File: src/rtl/bp_upd_pkg.sv
// Shared types and constants for the branch-predictor update scheduler.
// One update record travels unchanged from a requester to the predictor port.
package bp_upd_pkg;

    localparam int PCW   = 32;
    localparam int NREQ  = 2;
    localparam int DROPW = 8;

    typedef struct packed {
        logic [PCW-1:0] pc, bt;
        logic           taken;
    } bp_upd_t;

    // Saturating add: stops at all-ones instead of wrapping.
    function automatic logic [DROPW-1:0] satAdd(input logic [DROPW-1:0] base,
                                                input logic [DROPW-1:0] inc);
        logic [DROPW:0] sum;
        sum = {1'b0, base} + {1'b0, inc};
        return sum[DROPW] ? {DROPW{1'b1}} : sum[DROPW-1:0];
    endfunction

endpackage

File: src/rtl/bp_update_sched_if.sv
// Requester-side handshake bundle plus the predictor resolution port.
// master = requesters/predictor environment, slave = the scheduler.
interface bp_update_sched_if;
    import bp_upd_pkg::*;

    logic [NREQ-1:0]           req_valid;
    logic [NREQ-1:0][PCW-1:0]  req_pc;
    logic [NREQ-1:0][PCW-1:0]  req_bt;
    logic [NREQ-1:0]           req_taken;
    logic [NREQ-1:0]           req_ready;

    logic                      enable_res;
    logic [PCW-1:0]            pc_res;
    logic [PCW-1:0]            bt_res;
    logic                      taken_res;

    modport master (
        output req_valid, req_pc, req_bt, req_taken,
        input  req_ready, enable_res, pc_res, bt_res, taken_res
    );

    modport slave (
        input  req_valid, req_pc, req_bt, req_taken,
        output req_ready, enable_res, pc_res, bt_res, taken_res
    );

endinterface

File: src/rtl/bp_upd_fifo.sv
// Small circular FIFO of update records with a synchronous clear.
// Pushes into a full FIFO and pops from an empty one are ignored.
module bp_upd_fifo
    import bp_upd_pkg::*;
#(
    parameter int  DEPTH = 4,
    parameter type T     = bp_upd_t
) (
    input  logic                   clk,
    input  logic                   rst_n,
    input  logic                   i_push,
    input  T                       i_pushData,
    input  logic                   i_pop,
    input  logic                   i_clear,
    output T                       o_head,
    output logic [$clog2(DEPTH):0] o_count,
    output logic                   o_full,
    output logic                   o_empty
);

    localparam int             AW       = $clog2(DEPTH);
    localparam logic [AW:0]    FULL_CNT = (AW+1)'(DEPTH);

    T               r_mem [DEPTH];
    logic [AW-1:0]  r_wrPtr;
    logic [AW-1:0]  r_rdPtr;
    logic [AW:0]    r_count;

    logic           w_doPush;
    logic           w_doPop;

    assign o_full   = (r_count == FULL_CNT);
    assign o_empty  = (r_count == '0);
    assign w_doPush = i_push && !o_full && !i_clear;
    assign w_doPop  = i_pop && !o_empty && !i_clear;

    // DEPTH is a power of two, so the pointers wrap by natural overflow.
    always_ff @(posedge clk or negedge rst_n) begin
        if (!rst_n) begin
            r_wrPtr <= '0;
            r_rdPtr <= '0;
            r_count <= '0;
        end else if (i_clear) begin
            r_wrPtr <= '0;
            r_rdPtr <= '0;
            r_count <= '0;
        end else begin
            if (w_doPush) r_wrPtr <= r_wrPtr + 1'b1;
            if (w_doPop)  r_rdPtr <= r_rdPtr + 1'b1;
            r_count <= r_count + {{AW{1'b0}}, w_doPush} - {{AW{1'b0}}, w_doPop};
        end
    end

    always_ff @(posedge clk) begin
        if (w_doPush) r_mem[r_wrPtr] <= i_pushData;
    end

    assign o_head  = r_mem[r_rdPtr];
    assign o_count = r_count;

endmodule

File: src/rtl/bp_update_sched.sv
// Round-robin scheduler that funnels two branch-resolution requesters into the
// predictor's single update port through a FIFO drained one entry per cycle.
module bp_update_sched
    import bp_upd_pkg::*;
#(
    parameter int DEPTH = 4
) (
    input  logic                    CLK,
    input  logic                    nRST,
    bp_update_sched_if.slave        bus,
    input  logic                    upd_hold,
    input  logic                    flush,
    output logic [$clog2(DEPTH):0]  occupancy,
    output logic [DROPW-1:0]        drop_cnt
);

    localparam int CW = $clog2(DEPTH) + 1;

    logic              r_rrPtr;
    logic [DROPW-1:0]  r_dropCnt;

    logic              w_full;
    logic              w_empty;
    logic              w_grantOk;
    logic              w_bothValid;
    logic [NREQ-1:0]   w_ready;
    logic              w_push;
    logic              w_pop;
    logic              w_sel;
    bp_upd_t           w_pushData;
    bp_upd_t           w_head;
    logic [CW-1:0]     w_count;

    // Grant never looks at the same-cycle drain, so a full FIFO blocks enqueue.
    // Ready is also held low while reset is asserted.
    always_comb begin
        w_grantOk   = nRST && !flush && !w_full;
        w_bothValid = &bus.req_valid;
        w_ready     = '0;
        if (w_grantOk) begin
            if (w_bothValid) w_ready[r_rrPtr] = 1'b1;
            else             w_ready          = bus.req_valid;
        end
    end

    always_comb begin
        w_sel            = w_ready[1];
        w_push           = |w_ready;
        w_pushData.pc    = bus.req_pc[w_sel];
        w_pushData.bt    = bus.req_bt[w_sel];
        w_pushData.taken = bus.req_taken[w_sel];
        w_pop            = !w_empty && !upd_hold && !flush;
    end

    bp_upd_fifo #(
        .DEPTH (DEPTH),
        .T     (bp_upd_t)
    ) u_fifo (
        .clk        (CLK),
        .rst_n      (nRST),
        .i_push     (w_push),
        .i_pushData (w_pushData),
        .i_pop      (w_pop),
        .i_clear    (flush),
        .o_head     (w_head),
        .o_count    (w_count),
        .o_full     (w_full),
        .o_empty    (w_empty)
    );

    // Only a contested grant moves the round-robin pointer; flush re-arms it.
    always_ff @(posedge CLK or negedge nRST) begin
        if (!nRST) begin
            r_rrPtr   <= 1'b0;
            r_dropCnt <= '0;
        end else if (flush) begin
            r_rrPtr   <= 1'b0;
            r_dropCnt <= satAdd(r_dropCnt, DROPW'(w_count));
        end else if (w_push && w_bothValid) begin
            r_rrPtr   <= ~r_rrPtr;
        end
    end

    assign bus.req_ready  = w_ready;
    assign bus.enable_res = w_pop;
    assign bus.pc_res     = w_empty ? '0 : w_head.pc;
    assign bus.bt_res     = w_empty ? '0 : w_head.bt;
    assign bus.taken_res  = w_empty ? 1'b0 : w_head.taken;
    assign occupancy      = w_count;
    assign drop_cnt       = r_dropCnt;

    a_oneGrant: assert property (@(posedge CLK) disable iff (!nRST)
        $onehot0(bus.req_ready));
    a_noDrainOnFlush: assert property (@(posedge CLK) disable iff (!nRST)
        bus.enable_res |-> !flush);
    a_occBound: assert property (@(posedge CLK) disable iff (!nRST)
        occupancy <= CW'(DEPTH));

endmodule
File: src/flat_wrapper.sv
// flat-port wrapper written by rule: the top's interface ports become plain ports
module bp_update_sched_flat import bp_upd_pkg::*;
#(
    parameter int DEPTH = 4
)
  (CLK, nRST, upd_hold, flush, occupancy, drop_cnt, bus_req_valid, bus_req_pc, bus_req_bt, bus_req_taken, bus_req_ready, bus_enable_res, bus_pc_res, bus_bt_res, bus_taken_res);
  bp_update_sched_if bus_i ();
  input  logic CLK;
  input  logic nRST;
  input  logic upd_hold;
  input  logic flush;
  output logic [$clog2(DEPTH):0] occupancy;
  output logic [DROPW-1:0] drop_cnt;
  input wire logic [$bits(bus_i.req_valid)-1:0] bus_req_valid;
  input wire logic [$bits(bus_i.req_pc)-1:0] bus_req_pc;
  input wire logic [$bits(bus_i.req_bt)-1:0] bus_req_bt;
  input wire logic [$bits(bus_i.req_taken)-1:0] bus_req_taken;
  output wire logic [$bits(bus_i.req_ready)-1:0] bus_req_ready;
  output wire logic [$bits(bus_i.enable_res)-1:0] bus_enable_res;
  output wire logic [$bits(bus_i.pc_res)-1:0] bus_pc_res;
  output wire logic [$bits(bus_i.bt_res)-1:0] bus_bt_res;
  output wire logic [$bits(bus_i.taken_res)-1:0] bus_taken_res;
  assign bus_i.req_valid = bus_req_valid;
  assign bus_i.req_pc = bus_req_pc;
  assign bus_i.req_bt = bus_req_bt;
  assign bus_i.req_taken = bus_req_taken;
  assign bus_req_ready = bus_i.req_ready;
  assign bus_enable_res = bus_i.enable_res;
  assign bus_pc_res = bus_i.pc_res;
  assign bus_bt_res = bus_i.bt_res;
  assign bus_taken_res = bus_i.taken_res;
  bp_update_sched #(.DEPTH(DEPTH)) u_core (.CLK(CLK), .nRST(nRST), .bus(bus_i), .upd_hold(upd_hold), .flush(flush), .occupancy(occupancy), .drop_cnt(drop_cnt));
endmodule
File: config.mk
export PLATFORM = sky130hd
export DESIGN_NAME = bp_update_sched_flat
export DESIGN_NICKNAME = d
export VERILOG_FILES = /design/src/rtl/bp_upd_pkg.sv /design/src/rtl/bp_update_sched_if.sv /design/src/rtl/bp_upd_fifo.sv /design/src/rtl/bp_update_sched.sv /design/src/flat_wrapper.sv
export SDC_FILE = /design/constraint.sdc
export NUM_CORES = 1
export LEC_CHECK = 0
export BUFFER_PORTS_ARGS = -buffer_cell sky130_fd_sc_hd__buf_4
export CORE_ASPECT_RATIO = 0.9
export CORE_UTILIZATION = 35
export DETAILED_ROUTE_END_ITERATION = 8
export SYNTH_ARGS = -nofsm -noshare
export SYNTH_HDL_FRONTEND = slang
export SYNTH_SLANG_ARGS = --single-unit
File: constraint.sdc
create_clock -name CLK -period 3.1 [get_ports CLK]
set_input_delay 0.31 -clock CLK [delete_from_list [all_inputs] [get_ports CLK]]
set_output_delay 0.31 -clock CLK [all_outputs]
set_load 0.03 [all_outputs]
==> flow_summary.yaml <==
critical_path:
  crit_path_max_incr_delay_ps: 700
  worst_r2r_endpoint: "u_core.u_fifo.o_count[2]"
  rr_worst_depth: 11
  critical_setup_path_kind: "reg -> out"
  r2r-start: "u_core.u_fifo.o_count[1]"
  critical_path.max_fanout: 21
  critical_path_required_ps: 2790
  r2r_slack_ps: 640
  worstSetupEndpointType: "output port"
  crit_buf_inv: 2
  crit_path_start_kind: "register"
  critical_path_arrival_ps: 2420
  timing.critical_path.max_delay_family: "flip-flops"
  critical_path.cell_chain: "buf_4, mux4_2, nor2b_1, buf_4"
  instance_count_on_the_critical_path: 4
  crit_path_top_delay_cell: "sky130_fd_sc_hd__dfrtp_4"
  critPathMostFrequentCell: "sky130_fd_sc_hd__buf_4"
pwr:
  power-per-cell-area_nw_per_um2: 741.6
  p_int_mw: 7.534
  p_leak_nw: 5.394
  vdd_ir_drop_max_uv: 438.5
  power.share.switching: 0.3155
  seqPwrFrac: 0.408
  switchingPower_mw: 3.472
  clock_power_share: 0.285
  combPwrFrac: 0.307
place:
  buffer_ports.inserted: 214
  postPlaceCellArea_um2: 13950
  hpwlAfterDp_um: 14760
  dp_cells: 1210
  post-place-ws_ps: 619.8
  globalplace.congestion: 0.7185
drt:
  detail-route-antenna-nets: 0
  drc_marker_count_from_the_first_detailed_route_iteration: 321
  first_pass_iters: 4
  routed_wirelength_um: 23110
  number_of_vias_in_the_routed_layout: 5956
  drc_errors: 0
  post_drt_via_cell_ratio: 4.701
  detail_route.wl_per_cell_um: 18.24
synth:
  syn_nets: 736
  post_synth.cell_area_avg_um2: 19.94
  synthesis.area_um2: 11740
  yosysSeqAreaShare: 0.6990
  yosys_warnings: 0
  post_synth_num_cell_types: 34
  post_synth_inst_count: 589
  postSynthRegisterBits: 276
status:
  run_status: "complete, no violations"
sta:
  post-route-worst-setup-slack_ps: 366.1
  achievable-frequency_ghz: 0.3658
  finalSetupTns_ps: 0
  setup_viol: 0
  timing_hold_violations_final: 0
  worst_slew_margin_rel: 0.6904
  timing.final.crit_period_ps: 2734
  worst_pin_slew_ps: 464.3
  slew_viol_final: 0
  timing.clock.skew_ps: 9.162
  grt_setup_unrepaired: "false"
  fin_crit_sh: 0.8819
min_path:
  timing.hold.worst_endpoint: "u_core.u_fifo.r_rdPtr[1]"
  hold-path-cell-count: 2
  worst_hold_path_type: "in -> reg"
  min-delay-start: "flush"
layout:
  area.growth.synth_to_final_pct: 26.38
  most_common_library_cell_in_the_layout_ignoring_fill_and_taps: "sky130_fd_sc_hd__edfxtp_1"
  final_area_um2: 14840
  layout_common_cells: "260 x sky130_fd_sc_hd__edfxtp_1, 221 x sky130_fd_sc_hd__buf_4, 68 x sky130_fd_sc_hd__nor2b_1, 65 x sky130_fd_sc_hd__mux4_2, 39 x sky130_fd_sc_hd__mux2_4"
  post_layout_nonfiller_instances: 1267
  register_area_um2: 8215
  drive_gt1_frac: 0.4876
  fin_nets: 968
  multi_input_area_um2: 3329
  final.fill_count: 2821
  n_antenna_cell: 0
  postLayoutCoreUtil: 0.4504
clock_network:
  postCtsSetupRepairBufs: 0
  clkSlewWorstSetupHoldPaths_ps: 60
  root_buffer: "sky130_fd_sc_hd__clkbuf_16"
  cts_tree: "yes"
  cts_inserted_buffers: 30
  cts_htree_levels: 1
  cts.path.max_buffers: 3
  clock_sink_count: 276
  clk_latency_ps: 550
  cts-resized-gates: 0
die:
  initial_core_util: 0.3564
  chipHeight_um: 175.8
  ios: 215
  die_width_um: 195.1
  core_area_um2: 32950
  placementRows: 63
  design.die.area_um2: 34290
global_route:
  grt_use_total: 0.1345
  grt_pass1_wl_um: 35500
  grt_max_degree: 70
  antenna_found_initial: 1
  number_of_global_route_vias_before_repair: 6205
  gr-total-overflow: 0
flow_run:
  maxCapViolations: 0
==> registers in the layout, indices dropped and copies added, names as in the netlist <==
name                   cells
u_core.drop_cnt            8
u_core.r_rrPtr             1
u_core.u_fifo.o_count      3
u_core.u_fifo.r_mem      260
u_core.u_fifo.r_rdPtr      2
u_core.u_fifo.r_wrPtr      2
==> timing repair <==
action                                  in CTS  in global routing
endpoints found under the setup margin       0                  0
hold endpoints to repair                    16                  0
hold buffers                                 1                  0
==> cells by family (layout without fill, tap and decap cells) <==
group | Yosys count | count (layout) | synth area share
AND/OR/NAND/NOR | 107 | 107 | 0.05349
AO/OA/AOI/OAI | 13 | 13 | 0.006712
adder cells (fa/ha/maj) | 11 | 11 | 0.01300
buffers and inverters | 41 | 297 | 0.01939
XOR/XNOR | 6 | 6 | 0.004475
flip-flops | 276 | 276 | 0.6990
multiplexers | 135 | 135 | 0.2039
==> power groups by stage <==
stage | Clock, mW | Sequential (mW) | Combinational, mW
3_3_place_gp | 0 | 4.56 | 3.46
5_1_grt | 3.36 | 4.52 | 3.63
2_1_floorplan | 0 | 4.59 | 2.13
6_report | 3.14 | 4.49 | 3.38
3_5_place_dp | 0 | 4.57 | 3.45
4_1_cts | 3.24 | 4.50 | 3.46
==> per-layer routing <==
metal | share of wire | track usage
met1 | 0.45 | 0.1804
met2 | 0.48 | 0.2199
met3 | 0.056 | 0.03187
met4 | 0.021 | 0.03478
met5 | 0 | 0
==> cells in the mapped netlist (all sizes together) <==
cell type | instances | share of area
and2 | 4 | 0.0021
edfxtp | 260 | 0.66
mux4 | 65 | 0.12
a211oi | 2 | 0.0013
ha | 9 | 0.0096
nand3 | 2 | 0.0013
nor2b | 68 | 0.036
clkbuf | 11 | 0.0035
o21a | 2 | 0.0013
or3 | 1 | 0.00053
mux2 | 67 | 0.077
nor2 | 8 | 0.0026
dfrtp | 16 | 0.034
xor2 | 1 | 0.00075
xnor2 | 5 | 0.0037
a21oi | 4 | 0.0020
nand2b | 3 | 0.0022
and4 | 1 | 0.00075
nand2 | 12 | 0.0038
fa | 2 | 0.0034
inv | 10 | 0.0032
and3 | 2 | 0.0011
nor3b | 1 | 0.00064
o21ai | 5 | 0.0021
nor3 | 4 | 0.0017
nand4 | 1 | 0.00053
mux2i | 3 | 0.0026
buf | 20 | 0.013
==> stage by stage <==
step / hold slack, ps / total power [mW]
floorplan: 14.41 / 6.717
global placement: 192.1 / 8.022
detailed placement: 195.3 / 8.017
CTS: 53.84 / 11.19
global route: 62.74 / 11.51
finish: 88.58 / 11.01
==> worst reg2reg max path: cells and delay by family, from the launching register on <==
family	cells	cell delay (ps)
AO/OA/AOI/OAI	2	560
flip-flops	1	500
adder cells (fa/ha/maj)	3	780
XOR/XNOR	1	160
AND/OR/NAND/NOR	2	180
buffers and inverters	3	190
==> how the worst max path moves through the flow <==
| stage | end | start |
|---|---|---|
| after floorplan | u_core.u_fifo.o_count[2] | u_core.u_fifo.o_count[1] |
| after global routing | bus_bt_res[14] | u_core.u_fifo.r_rdPtr[0] |
| after CTS | bus_bt_res[10] | u_core.u_fifo.r_rdPtr[0] |
| after global placement | u_core.u_fifo.o_count[2] | flush |
| final | bus_bt_res[10] | u_core.u_fifo.r_rdPtr[0] |
| after detailed placement | u_core.u_fifo.o_count[2] | flush |
==> layout make-up <==
cell class / count / area share
Clock buffer: 36 / 0.05210
Clock inverter: 20 / 0.007251
Inverter: 10 / 0.002529
Multi-Input combinational cell: 272 / 0.2243
Sequential cell: 276 / 0.5536
Tap cell: 422 / 0.03558
Timing Repair Buffer: 231 / 0.1246
Power figures use the tool's default switching activity.
